[config.mk]
export PLATFORM = sky130hd
export DESIGN_NAME = poly_eval_seq
export DESIGN_NICKNAME = d
export VERILOG_FILES = /design/src/rtl/poly_eval_seq.sv
export SDC_FILE = /design/constraint.sdc
export NUM_CORES = 1
export LEC_CHECK = 0
export CORE_MARGIN = 2
export CORE_UTILIZATION = 40
export CTS_CLUSTER_SIZE = 12
export DETAILED_ROUTE_END_ITERATION = 6
export MAX_ROUTING_LAYER = met4
export PLACE_DENSITY_LB_ADDON = 0.2
export SYNTH_ARGS = -nofsm -noshare
export SYNTH_HDL_FRONTEND = slang
export SYNTH_SLANG_ARGS = --single-unit
export TNS_END_PERCENT = 1
[constraint.sdc]
create_clock -name ck -period 6.1 [get_ports ck]
set_input_delay 0.915 -clock ck [delete_from_list [all_inputs] [get_ports ck]]
set_output_delay 0.915 -clock ck [all_outputs]
set_load 0.01 [all_outputs]
[src/rtl/poly_eval_seq.sv]
// poly_eval_seq: sequential Horner evaluator for an unsigned polynomial of
// degree DEGREE. One multiply-add per clock; result is held after completion
// and ovf records whether any intermediate step needed more than W bits.
//
// state | meaning
// ------+-----------------------------------------------------------
// IDLE  | waiting for start; inputs latched on the accepting edge
// CALC  | one Horner step per clock, cnt counts down to zero
// DONE  | one-cycle done pulse, result valid; start ignored here
module poly_eval_seq #(
   parameter int W      = 16,
   parameter int XW     = 8,
   parameter int DEGREE = 2
) (
   input  logic                      ck,
   input  logic                      rst,
   input  logic                      start,
   input  logic [XW-1:0]             x,
   input  logic [(DEGREE+1)*W-1:0]   coef,
   output logic                      busy,
   output logic                      done,
   output logic [W-1:0]              result,
   output logic                      ovf
);

   localparam int CW = (DEGREE < 2) ? 1 : $clog2(DEGREE + 1);
   // Wide enough that acc*x + c can never wrap, so the upper bits are exact.
   localparam int FW = W + XW + 1;

   typedef enum logic [1:0] {
      IDLE = 2'd0,
      CALC = 2'd1,
      DONE = 2'd2
   } state_t;

   state_t                  state;
   logic [CW-1:0]           cnt;
   logic [W-1:0]            acc;
   logic [XW-1:0]           x_reg;
   logic [(DEGREE+1)*W-1:0] coef_reg;
   logic [W-1:0]            c_next;
   logic [FW-1:0]           full;

   // Select c[cnt-1] from the latched coefficients and form the full-width step.
   always_comb begin
      c_next = '0;
      for (int i = 0; i < DEGREE; i++) begin
         if (cnt == CW'(i + 1)) begin
            c_next = coef_reg[i*W +: W];
         end
      end
      full = FW'(acc) * FW'(x_reg) + FW'(c_next);
   end

   // Control FSM and datapath registers, all outputs registered.
   always_ff @(posedge ck or negedge rst) begin
      if (!rst) begin
         state    <= IDLE;
         cnt      <= '0;
         acc      <= '0;
         x_reg    <= '0;
         coef_reg <= '0;
         busy     <= 1'b0;
         done     <= 1'b0;
         result   <= '0;
         ovf      <= 1'b0;
      end else begin
         case (state)
            IDLE: begin
               done <= 1'b0;
               if (start) begin
                  x_reg    <= x;
                  coef_reg <= coef;
                  acc      <= coef[DEGREE*W +: W];
                  cnt      <= CW'(DEGREE);
                  ovf      <= 1'b0;
                  busy     <= 1'b1;
                  state    <= CALC;
               end
            end
            CALC: begin
               acc <= full[W-1:0];
               cnt <= cnt - 1'b1;
               if (|full[FW-1:W]) begin
                  ovf <= 1'b1;
               end
               if (cnt == CW'(1)) begin
                  result <= full[W-1:0];
                  busy   <= 1'b0;
                  done   <= 1'b1;
                  state  <= DONE;
               end
            end
            DONE: begin
               done  <= 1'b0;
               state <= IDLE;
            end
            default: begin
               busy  <= 1'b0;
               done  <= 1'b0;
               state <= IDLE;
            end
         endcase
      end
   end

endmodule

After elaboration in Yosys (flattened, before gate mapping)
Cells that the tools add are included.

Output and inout port bits: 19. Register bits after elaboration: 79. Input bits: 59. Word-level logic and storage cells: 46.

Add/sub/neg operators: 2. Bitwise gates (word level): 1. Muxes and demuxes: 17. Multipliers: 1. Eq/ne operators: 7. Reductions and logical operators: 9.

Operator list (number): $mux W16 (3); $pmux W16 S2 (1); $add A24 B16 Y25 (1); $mul A16 B8 Y24 (1); $reduce_or A9 Y1 (1); $pmux W2 S2 (2); $reduce_and A2 Y1 (4); $mux W1 (6); $mux W2 (3); $ne A2 B2 Y1 const B (3); $reduce_and A3 Y1 (2); $eq A2 B1 Y1 const B (2); $eq A2 B2 Y1 const B (2); $pmux W1 S3 (1); $logic_not A2 Y1 (1); $pmux W1 S2 (1); $reduce_bool A2 Y1 (1); $sub A2 B1 Y2 const B (1); $not A1 Y1 (1).

Longest topological paths before layout
Gate-level depths: netlist (run 1).

Depth in word-level cells: 7. Gate-level depth with buffers: 24. Mapped depth without buffers: 22.

Worst setup path before layout (run 1)
OpenSTA, ideal clock, no wires.

Kind: register -> register. From: reg cnt[1]. To: reg ovf. Stages on the path, launching flop included: 24. Arrival time: 5.290 ns. Slack: 0.692 ns. Period minus slack after synthesis: 5.408 ns. Path through: dfrtp_1 inv_1 ha_1 clkbuf_1 buf_1 nand2_1 nor2_1 a21oi_1 fa_1 inv_1 fa_1 fa_1 inv_1 fa_1 inv_1 ha_1 a21oi_1 o211ai_2 o311ai_1 o21ai_2 mux2i_1 o2111a_2 a41o_1 a21o_1.

Word-level cells in the longest chain between the ends: 7.

RTL lines: start: declaration (RTL line 37) `logic [CW-1:0] cnt;`; start signal: assignment (RTL line 75) `cnt <= CW'(DEGREE);`; start signal: assignment (RTL line 83) `cnt <= cnt - 1'b1;`; $eq A2 B1 Y1 (RTL line 48) `if (cnt == CW'(i + 1)) begin`; $mux W16 (RTL line 48); $mux W16 (*) (RTL line 48); $add A24 B16 Y25 (*) (RTL line 52) `full = FW'(acc) * FW'(x_reg) + FW'(c_next);`; $reduce_or A9 Y1 (*) (RTL line 84) `if (|full[FW-1:W]) begin`; $ne A2 B2 Y1 (no line) (*); $reduce_and A3 Y1 (no line) (*); end signal: assignment (RTL line 66) `ovf <= 1'b0;`; end signal: assignment (RTL line 76) `ovf <= 1'b0;`; end signal: assignment (RTL line 85) `ovf <= 1'b1;`; end: declaration (RTL line 23) `output logic ovf`.

Every way passes the cells marked *; elsewhere a longest branch is shown, timed or not. A chain may end at the register's enable or synchronous reset.

Final worst setup path (run 1)
Same ends and word-level chain as after synthesis.

==> impl_metrics.py, run 1 <==
metrics = {
    "global_routing": {
        "grt_util_all_layers_pct": 20.84,
        "grt_overflow": 0,
        "grt_max_degree": 80,
        "antenna_found_initial": 0,
        "grt_pass1_wl_mm": 32.63,
        "first_global_vias": 6181,
    },
    "floorplanning": {
        "dieArea_sq_um": 20890,
        "core_area_sq_um": 19400,
        "rows": 51,
        "die_w_um": 144.5,
        "start_util_pct": 40.73,
        "ioPinCount": 78,
        "die_h_um": 144.5,
    },
    "sta": {
        "post-route-min-period_ps": 5437,
        "finClkSkew_ps": 13.78,
        "setup_viol": 0,
        "tightest_slew_ps": 1034,
        "tns_ps": 0,
        "period_share_pct": 89.14,
        "hold_ws_ps": 474.4,
        "slew_headroom_pct": 31.08,
        "drv_slew": 0,
        "rsz0062_at_grt": "false",
        "timing.fmax_ghz": 0.1839,
        "hold_viol": 0,
    },
    "setup_path": {
        "critPathKind": "reg -> reg",
        "cp_slowest_cell": "fa_1",
        "crit_path_max_fanout": 12,
        "r2r_cells": 23,
        "required_ps": 6340,
        "cp-end-kind": "register",
        "critPathLaunchType": "register",
        "crit_chain": "inv_1 > ha_1 > buf_4 > nand2_1 > nor2_1 > a21oi_1 > fa_1 > inv_1 > ha_1 > ha_1 > inv_1 > fa_1 > inv_1 > ha_1 > fa_1 > a211oi_2 > o211ai_2 > o311ai_1 > o21ai_2 > mux2i_1 > o2111a_2 > a41o_1 > a21o_1",
        "cp_slowest_stage_delay_ps": 550,
        "arrival_ps": 5680,
    },
    "route": {
        "drt_iter0_markers": 221,
        "ant_nets": 0,
        "wire_per_inst_um": 16.61,
        "vias": 5774,
        "drc_errors": 0,
        "finalWirelength_mm": 19.04,
        "vias_per_cell": 5.038,
        "first_pass_iters": 4,
    },
    "logic_synthesis": {
        "synth_nets": 1034,
        "async_reset_ff_share_pct": 100.0,
        "synth-edff-count": 0,
        "ys_seq_area_share_pct": 25.02,
        "synth_warnings": 0,
        "synthCells": 825,
        "syn_area_sq_um": 7901,
        "ys_ff_latch": 79,
        "ys.flop_type": "dfrtp_1",
        "syn_avg_cell_area_sq_um": 9.577,
        "yosysUniqueCellTypes": 56,
    },
    "clock_network": {
        "cts_tree": "built",
        "post_cts_buffers": 0,
        "ctsResizeCount": 0,
        "cts_made_buffers": 9,
        "cts_buffer_depth": 2,
        "cts_root_buf": "clkbuf_16",
        "cts.sinks": 79,
        "htreeDepth": 3,
        "hold_buffers": 0,
        "clock_latency_ps": 360,
        "path_clk_slew_ps": 70,
    },
    "cells_and_area": {
        "fillers": 1907,
        "finalCoreUtilization_pct": 47.12,
        "largest_reg_flops": 32,
        "antenna_cells": 0,
        "final_nets": 1085,
        "drive_gt1_share_pct": 8.627,
        "area_growth_pct": 15.69,
    },
    "place": {
        "port_buffers": 77,
        "dp_hpwl_mm": 14.82,
        "gp_congestion": 0.9190,
    },
    "run": {
        "cap_violations": 0,
    },
    "min_path": {
        "worstHoldPathType": "reg -> reg",
        "holdPathStages": 2,
    },
    "run_status": {
        "outcome": "finished clean",
    },
}
synthesized netlist by cell type (5+ instances only):
cell type | n | share of area [%]
nand2_1 | 132 | 6.3
fa_1 | 100 | 25
inv_1 | 93 | 4.4
dfrtp_1 | 79 | 25
and2_1 | 66 | 5.2
ha_1 | 50 | 7.9
a21oi_1 | 43 | 2.7
mux2_2 | 40 | 5.7
o21ai_0 | 34 | 2.2
clkbuf_1 | 32 | 1.5
nor2_1 | 31 | 1.5
a31oi_1 | 13 | 1.0
a21o_1 | 8 | 0.76
xnor2_1 | 8 | 0.89
nand3_1 | 7 | 0.44
nor3b_1 | 7 | 0.67
xor2_1 | 7 | 0.78
nand2b_1 | 6 | 0.48
o22a_1 | 6 | 0.67
nor3_1 | 5 | 0.32
placed cells by master (no fill, tap or decap), types with 8 or more instances in the layout:
cell type | synthesis | layout
and2_1 | 66 | 66
xnor2_1 | 8 | 8
o21ai_0 | 34 | 34
inv_1 | 93 | 93
clkdlybuf4s50_1 | 0 | 76
a21oi_1 | 43 | 43
mux2_2 | 40 | 40
ha_1 | 50 | 50
a21o_1 | 8 | 8
nor2_1 | 31 | 31
clkbuf_16 | 0 | 9
fa_1 | 100 | 100
nand2_1 | 132 | 132
a31oi_1 | 13 | 13
dfrtp_1 | 79 | 79
path summary, 6_finish.rpt:
| kind | startpoint | slack (ps) | to |
|---|---|---|---|
| min reg2reg | result[3] | 470 | result[3] |
| min in group asynchronous | rst | 730 | result[3] |
| min | result[3] | 470 | result[3] |
| max | cnt[1] | 660 | ovf |
| max reg2reg | cnt[1] | 660 | ovf |
| max in group asynchronous | rst | 4700 | coef_reg[25] |
stage by stage:
stage	cells	setup slack [ps]	instance area, sq um
after global routing	1146	215.8	9141
after floorplan	825	692.2	7901
after detailed placement	1130	661.3	8855
after CTS	1146	645.0	9141
after global placement	1130	679.6	8855
final	1146	662.7	9141
critical path, delay by kind of cell, from the launching register on:
family                   cells  cell delay, ps
flip-flops                   1             390
adder cells (fa/ha/maj)      7            2650
multiplexers                 1             140
AND/OR/NAND/NOR              2             140
buffers and inverters        5             450
AO/OA/AOI/OAI                8            1570
cell type report:
cell class                 count  area, sq um  share of cell area (%)
inverter                      94        352.8                   3.860
timing repair buffer          81        798.3                   8.733
clock inverter                 7        61.31                  0.6707
clock buffer                   9        225.2                   2.464
tap                          265        331.6                   3.627
sequential                    79         1977                   21.63
multi-input combinational    611         5395                   59.02
metal layers:
layer  up-vias  global-route usage, %  part of all wire, %
li1       2787                      -                    -
met1      2864                  30.88                   52
met2       110                  30.38                   43
met3        13                  3.079                  4.3
met4         0                  4.599                  1.2
met5         -                      -                    0
logic make-up after synthesis:
logic type | count (synthesis) | share of synthesized area (%)
multiplexers | 42 | 5.954
AO/OA/AOI/OAI | 138 | 11.43
flip-flops | 79 | 25.02
XOR/XNOR | 15 | 1.663
AND/OR/NAND/NOR | 266 | 15.91
adder cells (fa/ha/maj) | 150 | 33.25
buffers and inverters | 135 | 6.762
Power of run 1 is left out: the tool's default activity adds up to more than one toggle a clock period on the data nets, which glitch-free logic cannot reach.
==> run 2: changes to the inputs <==
Settings changed: CAP_MARGIN set to 10.
==> results of run 2 <==
The final DEF is identical to that of run 1; final timing and power are the same.
Power of run 2 is left out for the same reason.
==> run 3: changes to the inputs <==
Clock period 6.1 ns to 6.75 ns, I/O delays scaled along.
==> impl_metrics.py, run 3 (synthesized netlist as in run 1, its figures left out) <==
metrics = {
    "global_routing": {
        "first_global_vias": 6036,
        "grt_pass1_wl_mm": 32.67,
        "grt_max_degree": 46,
        "grt_overflow": 0,
        "antenna_found_initial": 0,
        "grt_util_all_layers_pct": 21.11,
    },
    "setup_path": {
        "r2r_start": "cnt[0]",
        "crit_path_max_fanout": 27,
        "crit_start": "cnt[0]",
        "cp_slowest_stage_delay_ps": 790,
        "critPathLaunchType": "register",
        "cp_slowest_cell": "ha_1",
        "arrival_ps": 6130,
        "crit_chain": "inv_1 > ha_1 > a21oi_1 > fa_1 > inv_1 > fa_1 > fa_1 > inv_1 > fa_1 > inv_1 > ha_1 > o211ai_2 > o211ai_2 > a31oi_2 > or3_1 > a31oi_1 > o2111a_2 > a41oi_1 > a21o_1",
        "critPathKind": "reg -> reg",
        "cp-end-kind": "register",
        "required_ps": 6990,
    },
    "sta": {
        "worst_slack_ps": 857.6,
        "period_share_pct": 87.30,
        "post-route-min-period_ps": 5892,
        "finClkSkew_ps": 13.77,
        "setup_viol": 0,
        "drv_slew": 0,
        "tns_ps": 0,
        "hold_viol": 0,
        "slew_headroom_pct": 35.19,
        "hold_ws_ps": 482.1,
        "rsz0062_at_grt": "false",
        "tightest_slew_ps": 972.1,
        "timing.fmax_ghz": 0.1697,
    },
    "clock_network": {
        "cts.sinks": 79,
        "post_cts_buffers": 0,
        "ctsResizeCount": 0,
        "hold_buffers": 0,
        "cts_root_buf": "clkbuf_16",
        "clock_latency_ps": 350,
        "cts_tree": "built",
        "path_clk_slew_ps": 70,
        "cts_made_buffers": 9,
        "cts_buffer_depth": 2,
        "htreeDepth": 3,
    },
    "run_status": {
        "outcome": "finished clean",
    },
    "floorplanning": {
        "start_util_pct": 40.73,
        "dieArea_sq_um": 20890,
        "die_h_um": 144.5,
        "core_area_sq_um": 19400,
        "rows": 51,
        "ioPinCount": 78,
        "die_w_um": 144.5,
    },
    "run": {
        "cap_violations": 0,
    },
    "cells_and_area": {
        "area_growth_pct": 16.04,
        "final_nets": 1085,
        "largest_reg_flops": 32,
        "seq_area_sq_um": 1977,
        "drive_gt1_share_pct": 8.627,
        "final_common_cell": "nand2_1",
        "antenna_cells": 0,
        "fillers": 1914,
        "finalCoreUtilization_pct": 47.27,
        "multiInputGateArea_sq_um": 5395,
        "most-common-layout-cells": "nand2_1, fa_1, inv_1",
    },
    "place": {
        "gp_congestion": 0.9145,
        "port_buffers": 77,
        "dp_hpwl_mm": 14.93,
        "pre_cts_slack_ps": 869.8,
    },
    "min_path": {
        "holdCritStartpoint": "result[1]",
        "worstHoldPathType": "reg -> reg",
    },
    "route": {
        "vias_per_cell": 5.156,
        "finalWirelength_mm": 19.52,
        "drc_errors": 0,
        "wire_per_inst_um": 17.03,
        "vias": 5909,
        "drt_iter0_markers": 304,
        "first_pass_iters": 5,
        "ant_nets": 0,
    },
}
[run 3: cell types whose count changed in the layout (fill, tap and decap cells not counted), sizes merged]
| cell | change |
|---|---|
| bufinv | +1 |
| clkbuf | +1 |
| clkinv | -1 |
| inv | -1 |
[run 3: path summary, 6_finish.rpt]
| check | to | slack, ps | cells after the start |
|---|---|---|---|
| worst max-delay path | ovf | 860 | 19 |
| worst min-delay path | result[1] | 480 | 2 |
| worst max register to register | ovf | 860 | 19 |
| worst min register to register | result[1] | 480 | 2 |
| max in group asynchronous | coef_reg[12] | 5150 | 2 |
| min in group asynchronous | result[1] | 620 | 1 |
[run 3: per-stage QoR]
| step | area [sq um] | cells |
|---|---|---|
| 2_1_floorplan | 7901 | 825 |
| 3_3_place_gp | 8855 | 1130 |
| 3_5_place_dp | 8855 | 1130 |
| 4_1_cts | 9169 | 1146 |
| 5_1_grt | 9169 | 1146 |
| 6_report | 9169 | 1146 |
[run 3: metal layers]
metal  part of all wire (%)  wire length (um)  global-route usage (%)  vias to the layer above
met3                    4.4               862                   2.649                       27
met2                     44              8497                   30.81                      145
met5                      0                 0                       -                        -
li1                       -                 -                       -                     2778
met1                     50              9822                   31.21                     2959
met4                    1.7               335                   5.468                        0
[run 3: final cells by class]
class | count | area share (%)
clock inverters | 6 | 0.8188
flip-flops and latches | 79 | 21.56
multi-input cells | 611 | 58.84
well taps | 265 | 3.616
clock buffers | 10 | 2.606
repair buffers | 81 | 8.706
inverters | 94 | 3.848
[run 3: worst max-delay path: cells and delay by family (launching register included)]
kind,cells,cell delay (ps)
flip-flops,1,400
AO/OA/AOI/OAI,8,1470
buffers and inverters,4,220
adder cells (fa/ha/maj),6,3290
AND/OR/NAND/NOR,1,400
Power of run 3 is left out for the same reason.
==> edit 1, RTL diff (flow settings as in run 3) <==
Make the reset (`rst`) synchronous in one clocked block.
--- a/src/rtl/poly_eval_seq.sv
+++ b/src/rtl/poly_eval_seq.sv
@@ -53,7 +53,7 @@
    end
 
    // Control FSM and datapath registers, all outputs registered.
-   always_ff @(posedge ck or negedge rst) begin
+   always_ff @(posedge ck) begin
       if (!rst) begin
          state    <= IDLE;
          cnt      <= '0;
Formal check against the unedited RTL: not equivalent (Yosys sat finds a counterexample within 4 cycles, from zero or initial values and one cycle with rst low; the reset may be asserted at any time).
==> edit 1 against run 3 <==
  * Via count increased by 7.4%
  * Worst setup slack better by 0.039 ns
  * Area after synthesis is 3.5% lower
  * Count of clock-buffer cells in the layout grew 1
  * Sequential cell count is the same
  * Routed wire length grew 2.5%
  * Final area is 3.5% lower
  * Die area shrank 3.4%
  * Critical path type unchanged
  * Highest routed layer unchanged
Power is left out: it rests on default switching activity, and per cell area and clock period it moved more than threefold.
==> edit 1: results (changes against run 3) <==
Post-synth top cells=225 x nand2_1, 100 x fa_1, 93 x inv_1; top sig layer=met4; Synth Net Count=1147 (+11%); dpl ws=0.7564 ns (-0.1134 ns); fin crit share=86.72% (-0.57 points); length of routed met2 wiring=8.774 mm (+3.3%); FF-to-FF setup slack=0.90 ns (+0.04 ns); largest net degree at the start of global routing=48 (+4.3%); Reg2Reg Depth=20 (+1); Layout Nets=1186 (+9.3%); met3 wire length=810 um (-6.0%); GRT Resource Usage Total=22.11% (+1.0 points); post-synthesis sequential area ratio=20.75% (-4.3 points); GP Congestion=0.9529 (+4.2%); first-pass GRT wire length=34.25 mm (+4.8%); Worst Setup EP=ovf; Slew HR=46.44% (+11 points); Mapped Avg Cell Area=8.125 um^2 (-15%); Synth Flop Type=dfxtp_1; distinct cell type count after synthesis=50 (-11%); number of global-route vias before repair=6666 (+10%); initial DRC count=266 (-13%); Pre-Repair DR Iteration Count=4 (-1); Critical Path AT=6.06 ns (-0.07 ns); HPWL Detailed=15.13 mm (+1.4%); top post-synthesis cells by area=fa_1 26%, dfxtp_1 21%, nand2_1 11%; Post-Route WL=20.01 mm (+2.5%); outcome=complete, no violations; routed length on met1=10.07 mm (+2.5%); CTS Buffer Depth=2 (unchanged); Syn. warnings=0 (unchanged); Synth top area share=26.27% (+0.93 points); vias=6346 (+7.4%); Worst Skew=0.008780 ns (-0.004988 ns); DR WL/cell=16.46 um (-3.4%); ys async rst share=0% (-100 points); Critical Path Fanout Max=21 (-22%); Critical Path Source=cnt[0]
## edit 1: cell count changes after synthesis, sizes merged, moves of 19 or more
cell,run 3,this run
nor2,31,55
dfrtp,79,0
nand2,132,225
dfxtp,0,79
mux2,40,0
clkbuf,32,51
a21oi,44,89
## edit 1: cell type report
type,count,area (um^2)
clock buffers,11,242.7
clock inverters,5,63.81
fillers,1816,9859
inverters,95,356.6
multi-input cells,710,5480
flip-flops and latches,79,1582
well taps,234,292.8
repair buffers,82,828.3
## edit 1: stage by stage
stage	hold WS [ns]	cell area, um^2
4_1_cts	0.4574	8818
2_1_floorplan	0.4364	7621
5_1_grt	0.4721	8846
6_report	0.4567	8846
3_3_place_gp	0.4426	8512
3_5_place_dp	0.4476	8512
## edit 1: per-layer routing
metal  track usage (%)  up-vias
met3             3.836       27
met5                 -        -
met1             31.25     3111
met4             5.000        0
li1                  -     3091
met2             33.31      117
## edit 1: cells by family after synthesis
logic type	count (synthesis)	synth area share, %
compound gates	182	15.07
xor+xnor	13	1.494
fa+ha+maj	150	34.48
buf+inv	149	7.371
flops	79	20.75
mux	1	0.1313
simple gates	364	20.70
## edit 1: worst min-delay path by stage
stage / start / endpoint / slack [ns] / depth (start not counted)
floorplan: coef_reg[0] / coef_reg[0] / 0.44 / 2
global placement: coef_reg[24] / coef_reg[24] / 0.44 / 2
detailed placement: result[14] / result[14] / 0.45 / 2
CTS: coef_reg[3] / coef_reg[3] / 0.46 / 2
global route: result[2] / result[2] / 0.47 / 2
finish: coef_reg[3] / coef_reg[3] / 0.46 / 2
## edit 1: critical path, stage by stage (launching register included)
cell      delay, ns
dfxtp_1        0.39
ha_1           0.70
nand2_1        0.17
nor2_1         0.13
a21oi_1        0.07
fa_1           0.55
inv_1          0.05
fa_1           0.48
fa_1           0.55
inv_1          0.05
fa_1           0.49
inv_1          0.05
ha_1           0.41
o211ai_1       0.13
a211oi_1       0.33
nand3_1        0.12
a31oi_1        0.25
mux2i_1        0.10
nor4_1         0.37
and3_1         0.23
o32ai_2        0.08
==> edit 2, RTL diff (config.mk and constraints of run 3) <==
Without the edit above. Set the parameter `XW` to 9 (it was 8).
--- a/src/rtl/poly_eval_seq.sv
+++ b/src/rtl/poly_eval_seq.sv
@@ -9,7 +9,7 @@
 // DONE  | one-cycle done pulse, result valid; start ignored here
 module poly_eval_seq #(
    parameter int W      = 16,
-   parameter int XW     = 8,
+   parameter int XW     = 9,
    parameter int DEGREE = 2
 ) (
    input  logic                      ck,
Ports: changed (resized x); port bits go from 78 to 79. No check against the original RTL was run, so the function may have changed too.
==> edit 2 against run 3 <==
  * Area after synthesis grew 7.7%
  * Sequential cell count grew 1
  * Fmax up 2.9%
  * Worst setup slack better by 0.17 ns
  * Final area up 6.9%
  * Routed wire length rose by 6.3%
Power is not shown: default switching activity piles up to over one toggle a cycle in this logic, so the estimate is an artifact.
==> edit 2: results (changes against run 3) <==
distinct cell type count after synthesis=51 (-8.9%); Syn. warnings=0 (unchanged); post-CTS setup buffer count=0 (unchanged); Critical Path AT=5.94 ns (-0.19 ns); clk_lat worst skew=0.34 ns; CTS Buffer Depth=2 (unchanged); Post-synth top cells=129 x nand2_1, 126 x inv_1, 112 x fa_1; top post-synthesis cells by area=fa_1 26%, dfrtp_1 24%, ha_1 9.6%; crit-path max cell delay=0.73 ns (-0.06 ns); Synth Net Count=1132 (+9.5%); Num CTS Buffers=9 (unchanged); Root Driver=clkbuf_16; Layout Nets=1175 (+8.3%); PortBufs=78 (+1.3%); Post-Route WL=20.75 mm (+6.3%); Tightest Pin Transition=1.061 ns (+0.08899 ns); initial antenna violation count=0 (unchanged); post-DR vias/cell=5.020 (-2.6%); Rows=53 (+3.9%); Largest register FFs=32 (unchanged); ys async rst share=100.0% (unchanged); fraction of layout cells with a size suffix above 1=7.953% (-0.67 points); PostCTS Resize Cnt=0 (unchanged); antenna diode count=0 (unchanged); post-synthesis sequential area ratio=23.52% (-1.5 points); slowest CP cell=dfrtp_1; Synth Flop Type=dfrtp_1; first-pass GRT wire length=34.56 mm (+5.8%); CTS H-Tree Depth=3 (unchanged); initial DRC count=348 (+14%); GRT Resource Usage Total=20.59% (-0.52 points); outcome=complete, no violations; largest net degree at the start of global routing=81 (+76%); number of global-route vias before repair=6355 (+5.3%); Clock transition at path regs=0.07 ns (about the same); Pre-Repair DR Iteration Count=5 (unchanged); Hold WC Path Type=reg2reg; delay-heaviest family, CP=adder cells; GP Congestion=0.8586 (-6.1%); Critical Path Fanout Max=17 (-37%); Worst Skew=0.01298 ns (-0.0007857 ns); Setup TNS Final=0 ns (unchanged); HPWL Detailed=16.23 mm (+8.7%)
[edit 2: area by class of cell]
cell class | count | area (um^2)
clock buffer | 9 | 225.2
multi-input combinational | 642 | 5863
clock inverter | 7 | 110.1
timing repair buffer | 79 | 785.8
sequential | 80 | 2002
inverter | 126 | 473.0
fill | 2059 | 11150
tap | 275 | 344.1
[edit 2: logic make-up after synthesis]
kind of cell | after synthesis | synth area share (%)
xor gates and xnor gates | 16 | 1.646
and+or+nand+nor | 266 | 14.84
AOI/OAI and AO/OA | 138 | 10.49
muxes | 45 | 5.938
DFF | 80 | 23.52
adders and majority gates | 177 | 35.89
buffers and inverters | 173 | 7.672
[edit 2: final timing paths]
| kind | start | end | slack (ns) | cells after the start |
|---|---|---|---|---|
| worst max-delay path | x_reg[1] | ovf | 1.03 | 16 |
| worst min-delay path | result[10] | result[10] | 0.48 | 2 |
| worst max register to register | x_reg[1] | ovf | 1.03 | 16 |
| worst min register to register | result[10] | result[10] | 0.48 | 2 |
| max in group asynchronous | rst | coef_reg[29] | 5.21 | 1 |
| min in group asynchronous | rst | coef_reg[19] | 0.86 | 1 |
[edit 2: metal layers]
metal | part of all wire, % | GRT usage (%) | up-vias
li1 | - | - | 2946
met1 | 51 | 30.52 | 3054
met2 | 45 | 29.86 | 99
met3 | 3.4 | 3.354 | 15
met4 | 1.3 | 4.198 | 0
met5 | 0 | - | -
[edit 2: worst min-delay path: cells and delay by family (launching register included)]
family,cells,cell delay (ns)
flops,1,0.35
compound gates,1,0.06
simple gates,1,0.05
[edit 2: through the flow]
stage	cells	worst slack [ns]	hold WS (ns)	area (um^2)
2_1_floorplan	895	1.546	0.4672	8513
3_3_place_gp	1202	1.087	0.4658	9468
3_5_place_dp	1202	1.058	0.4745	9468
4_1_cts	1218	1.002	0.4895	9803
5_1_grt	1218	0.5912	0.5237	9803
6_report	1218	1.026	0.4841	9803
